`src/rtl/direction_queue.sv`:
```
// direction_queue: turn-command FIFO between the NEC IR decoder and the snake
// movement logic. Redundant turns (same heading) and reversals are filtered at
// push time against the newest queued entry, or against heading when the queue
// is empty. One entry is released per game tick while RUNNING.
// Optional build macro DIRQ_DROP_CNT_EN adds drop_count / drop_pulse.
module direction_queue #(
    parameter int         DEPTH    = 4,
    parameter logic [1:0] INIT_DIR = 2'd3
) (
    input  logic                     clk,
    input  logic                     reset,
    input  logic [1:0]               dir_in,
    input  logic                     dir_valid,
    input  logic                     game_tick,
    input  logic                     clear,
    output logic [1:0]               heading,
    output logic                     running,
    output logic                     turn_taken,
    output logic [$clog2(DEPTH):0]   count
`ifdef DIRQ_DROP_CNT_EN
    ,
    output logic [7:0]               drop_count,
    output logic                     drop_pulse
`endif
);

    localparam int AW = $clog2(DEPTH);

    typedef enum logic {STOPPED = 1'b0, RUNNING = 1'b1} state_t;

    state_t         state, next_state;
    logic [1:0]     mem [DEPTH];
    logic [AW:0]    wr_ptr, rd_ptr;
    logic [AW-1:0]  last_idx;
    logic [1:0]     ref_dir;
    logic           full, accept, push, pop;

    // Pointers carry one extra bit so full and empty are distinguishable.
    assign count    = wr_ptr - rd_ptr;
    assign full     = (count == (AW+1)'(DEPTH));
    assign last_idx = wr_ptr[AW-1:0] - AW'(1);
    assign ref_dir  = (count != '0) ? mem[last_idx] : heading;

    // A turn is useful only if it is neither a repeat nor a reversal of the
    // direction the snake will be travelling when it is applied.
    assign accept = (dir_in != ref_dir) && (dir_in != (ref_dir ^ 2'b01)) && !full;
    assign push   = dir_valid && !clear && accept;
    assign pop    = game_tick && !clear && (state == RUNNING) && (count != '0);

    assign running = (state == RUNNING);

    // State register.
    always_ff @(posedge clk) begin
        if (reset) state <= STOPPED;
        else       state <= next_state;
    end

    // Next state: first accepted push starts the game, clear stops it.
    always_comb begin
        next_state = state;
        if (clear)
            next_state = STOPPED;
        else if (state == STOPPED && push)
            next_state = RUNNING;
    end

    // Read/write pointers; reset and clear both flush the queue.
    always_ff @(posedge clk) begin
        if (reset || clear) begin
            wr_ptr <= '0;
            rd_ptr <= '0;
        end else begin
            if (push) wr_ptr <= wr_ptr + 1'b1;
            if (pop)  rd_ptr <= rd_ptr + 1'b1;
        end
    end

    // Storage write; contents need no reset since count gates every read.
    always_ff @(posedge clk) begin
        if (push) mem[wr_ptr[AW-1:0]] <= dir_in;
    end

    // Heading update and turn pulse; clear deliberately keeps heading.
    always_ff @(posedge clk) begin
        if (reset) begin
            heading    <= INIT_DIR;
            turn_taken <= 1'b0;
        end else begin
            turn_taken <= pop;
            if (pop) heading <= mem[rd_ptr[AW-1:0]];
        end
    end

`ifdef DIRQ_DROP_CNT_EN
    logic drop;
    assign drop = dir_valid && !clear && !accept;

    // Saturating reject counter and one-cycle reject flag.
    always_ff @(posedge clk) begin
        if (reset || clear) begin
            drop_count <= 8'd0;
            drop_pulse <= 1'b0;
        end else begin
            drop_pulse <= drop;
            if (drop && drop_count != 8'hFF) drop_count <= drop_count + 8'd1;
        end
    end
`endif

endmodule

```
`config.mk`:
```
export PLATFORM = sky130hd
export DESIGN_NAME = direction_queue
export DESIGN_NICKNAME = d
export VERILOG_FILES = /design/src/rtl/direction_queue.sv
export SDC_FILE = /design/constraint.sdc
export NUM_CORES = 1
export LEC_CHECK = 0
export ABC_AREA = 1
export ABC_CLOCK_PERIOD_IN_PS = 2300
export BUFFER_PORTS_ARGS = -buffer_cell sky130_fd_sc_hd__buf_2
export CORE_ASPECT_RATIO = 1.75
export CORE_MARGIN = 1.5
export CORE_UTILIZATION = 35
export CTS_CLUSTER_SIZE = 24
export DETAILED_ROUTE_END_ITERATION = 8
export RECOVER_POWER = 100
export SLEW_MARGIN = 30
export SYNTH_ARGS = -nofsm -noshare
export SYNTH_HDL_FRONTEND = slang
export SYNTH_SLANG_ARGS = --single-unit
```
`constraint.sdc`:
```
create_clock -name clk -period 2.3 [get_ports clk]
set_input_delay 0.23 -clock clk [delete_from_list [all_inputs] [get_ports clk]]
set_output_delay 0.23 -clock clk [all_outputs]
set_load 0.02 [all_outputs]
```
==> flow_metrics.tcl <==
set metrics [dict create \
    antenna_found_initial 0 \
    grt_usage_pct 15.30 \
    synth-edff-count 8 \
    cellPowerDensity_nw_per_um2 525.1 \
    pwr-share-clk_pct 36.8 \
    wire_per_inst_um 12.46 \
    finalWeightedCongestion 0.8339 \
    initial_utilization_pct 36.79 \
    placementRows 25 \
    clock_sinks 18 \
    post-route-util_pct 42.93 \
    root_buffer "clkbuf_8" \
    dieWidth_um 43.20 \
    worstSetupEndpointType "flip-flop" \
    fmax_mhz 452.6 \
    fin_nets 155 \
    detail-route-antenna-nets 0 \
    grt_pass1_vias 822 \
    slowest_delay_ns 0.51 \
    top_layer "met4" \
    leakagePower_nw 0.5497 \
    final-setup-viol-count 0 \
    final_max_slew_viol_count 0 \
    power_switching_uw 135.3 \
    p_seq_share_pct 55.7 \
    met1_length_um 857 \
    crit_path_start_kind "flip-flop" \
    synthTopCellsByArea "edfxtp_1, dfxtp_1, nand2_1" \
    hold_class "in -> reg" \
    synth_top_area_share_pct 24.27 \
    rsz0062_at_grt "true" \
    wirelength_mm 2.080 \
    numCtsBuffers 3 \
    cap_violations 0 \
    dpl_worst_slack_ns 0.09137 \
    worstPathArrival_ns 2.15 \
    fin_crit_ns 2.209 \
    final.period_utilization_pct 96.06 \
    grt_pass1_wl_mm 3.553 \
    syn_nets 133 \
    slew_headroom_pct 62.14 \
    diodes 0 \
    firstDrtPassIters 2 \
    status "completed" \
    cts_resized 0 \
    synth_area_per_cell_um2 8.317 \
    internal-power_uw 471.1 \
    switching_share_pct 22.31 \
    clockBufferDepth 2 \
    ir_drop_uv 305.4 \
    clock_latency_ns 0.25 \
    fill_cells 273 \
    port_buffers 13 \
    die_area_um2 3168 \
    async_reset_ff_share_pct 0 \
    place_hpwl_mm 1.673 \
    finalHoldViolations 0 \
    ioPinCount 14 \
    cts.reportedPaths.clkPinSlew_ns 0.07 \
    num_vias 825 \
    critical-path-slowest-cell "fa_1" \
    grt.overflow.total 0 \
    worstSetupPathType "reg -> reg" \
    crit_top_cell "nand2_2" \
    path_buf_inv 2 \
    cts_setup_buffers 0 \
    syn_area_um2 989.7 \
    drc_errors 0 \
    synth.distinct_cells 22 \
    ys_ff_latch 18 \
    wl_met3_um 54 \
    worstPathRequired_ns 2.24 \
    cts_max_level 1 \
    holdBufCountCts 0 \
    cp_max_fo 5 \
    synth_flop_cell "dfxtp_1" \
    drive_gt1_share_pct 18.57 \
    path_delay_family "adder cells" \
    yosysTopAreaCell "edfxtp_1" \
    via_per_inst 4.940 \
    setup_ws_ns 0.09053 \
    clock_skew_ns 0.004617 \
    worstMarginPinSlew_ns 0.5657 \
    yosysSeqAreaShare_pct 44.50 \
    synth.most_common_cell "nand2_1" \
    combPwrFrac_pct 7.5 \
    syn_inst 119 \
    core_area_um2 2690 \
    wl_met2_mm 1.115 \
    cts_tree "built" \
    synthTopCellsByCount "nand2_1, inv_1, nor2_1, dfxtp_1" \
    grt_start_max_net_pins 11 \
    die_h_um 73.35 \
    synth_warnings 0 \
    dr.first_iter.drc_count 16 \
    crit_chain "inv_2 -> ha_1 -> fa_1 -> nand2_1 -> inv_1 -> nand3_2 -> nand2_2 -> nand2_2 -> nand2_4 -> nand3_4 -> nor2_1" \
    area_delta_synth_final_pct 16.69 \
]
-- registers in the layout, indices dropped and copies added (netlist names) --
| register | flops |
|---|---|
| running | 1 |
| mem | 8 |
| rd_ptr | 3 |
| heading | 2 |
| wr_ptr | 3 |
| turn_taken | 1 |
-- cell type report --
type	instances	area, um2	area share (%)
Multi-Input combinational cell	80	470.5	40.74
Inverter	21	78.83	6.826
Clock inverter	1	3.754	0.3250
Tap cell	27	33.78	2.925
Timing Repair Buffer	17	86.33	7.476
Sequential cell	18	440.4	38.14
Clock buffer	3	41.29	3.575
-- metal layers --
| metal | global-route usage (%) | vias to the layer above |
|---|---|---|
| li1 | - | 422 |
| met4 | 11.45 | 0 |
| met1 | 15.36 | 386 |
| met5 | 0 | - |
| met3 | 2.457 | 4 |
| met2 | 27.20 | 13 |
-- power by group through the flow --
| stage | Combinational [mW] | Clock (mW) | Sequential, mW |
|---|---|---|---|
| 2_1_floorplan | 0.0264 | 0 | 0.346 |
| 3_3_place_gp | 0.0446 | 0 | 0.345 |
| 3_5_place_dp | 0.0460 | 0 | 0.345 |
| 4_1_cts | 0.0462 | 0.229 | 0.338 |
| 5_1_grt | 0.0508 | 0.243 | 0.338 |
| 6_report | 0.0453 | 0.223 | 0.338 |
-- cell usage in the layout, fill, tap and decap left out, types with 2 or more instances in the layout --
cell type and n:
edfxtp_1 8, buf_4 4, clkbuf_1 7, clkbuf_8 3, inv_2 2, nand2_2 3, nand2_1 30, nor2_2 2
a32o_1 2, nor3_1 2, nand3_2 3, nand3_1 4, o21ai_0 2, buf_2 6, a21oi_1 8, inv_1 19
ha_1 6, nor2_1 11, dfxtp_1 10
-- kinds of logic (layout without fill, tap and decap cells) --
logic type | count (synthesis) | in the layout | share of synthesized area [%]
DFF | 18 | 18 | 44.50
AOI/OAI and AO/OA | 14 | 14 | 8.724
xor gates and xnor gates | 1 | 1 | 0.8851
adders and majority gates | 7 | 7 | 9.608
and+or+nand+nor | 58 | 58 | 28.32
buffers and inverters | 21 | 42 | 7.965
-- worst reg2reg max path: cells and delay by family (launching register included) --
| family | cells | cell delay [ns] |
|---|---|---|
| adder cells (fa/ha/maj) | 2 | 0.71 |
| AND/OR/NAND/NOR | 7 | 0.69 |
| flip-flops | 1 | 0.34 |
| buffers and inverters | 2 | 0.16 |
-- worst paths after layout --
| kind | start | endpoint | slack, ns | cells after the start |
|---|---|---|---|---|
| max | wr_ptr[0] | mem[0][0] | 0.09 | 11 |
| min reg2reg | running | running | 0.48 | 2 |
| min | reset | turn_taken | 0.22 | 2 |
| max reg2reg | wr_ptr[0] | mem[0][0] | 0.09 | 11 |
-- stage by stage --
stage	hold slack (ns)	power, mW	std cells	TNS [ns]	area, um2
6_report	0.2168	0.6064	167	0	1155
5_1_grt	0.2436	0.6320	167	-0.2118	1155
4_1_cts	0.1949	0.6125	167	0	1164
3_5_place_dp	0.4574	0.3910	163	0	1119
3_3_place_gp	0.4568	0.3895	163	0	1119
2_1_floorplan	0.3256	0.3721	119	0	989.7
No activity file was read; power rests on OpenSTA's default activity.
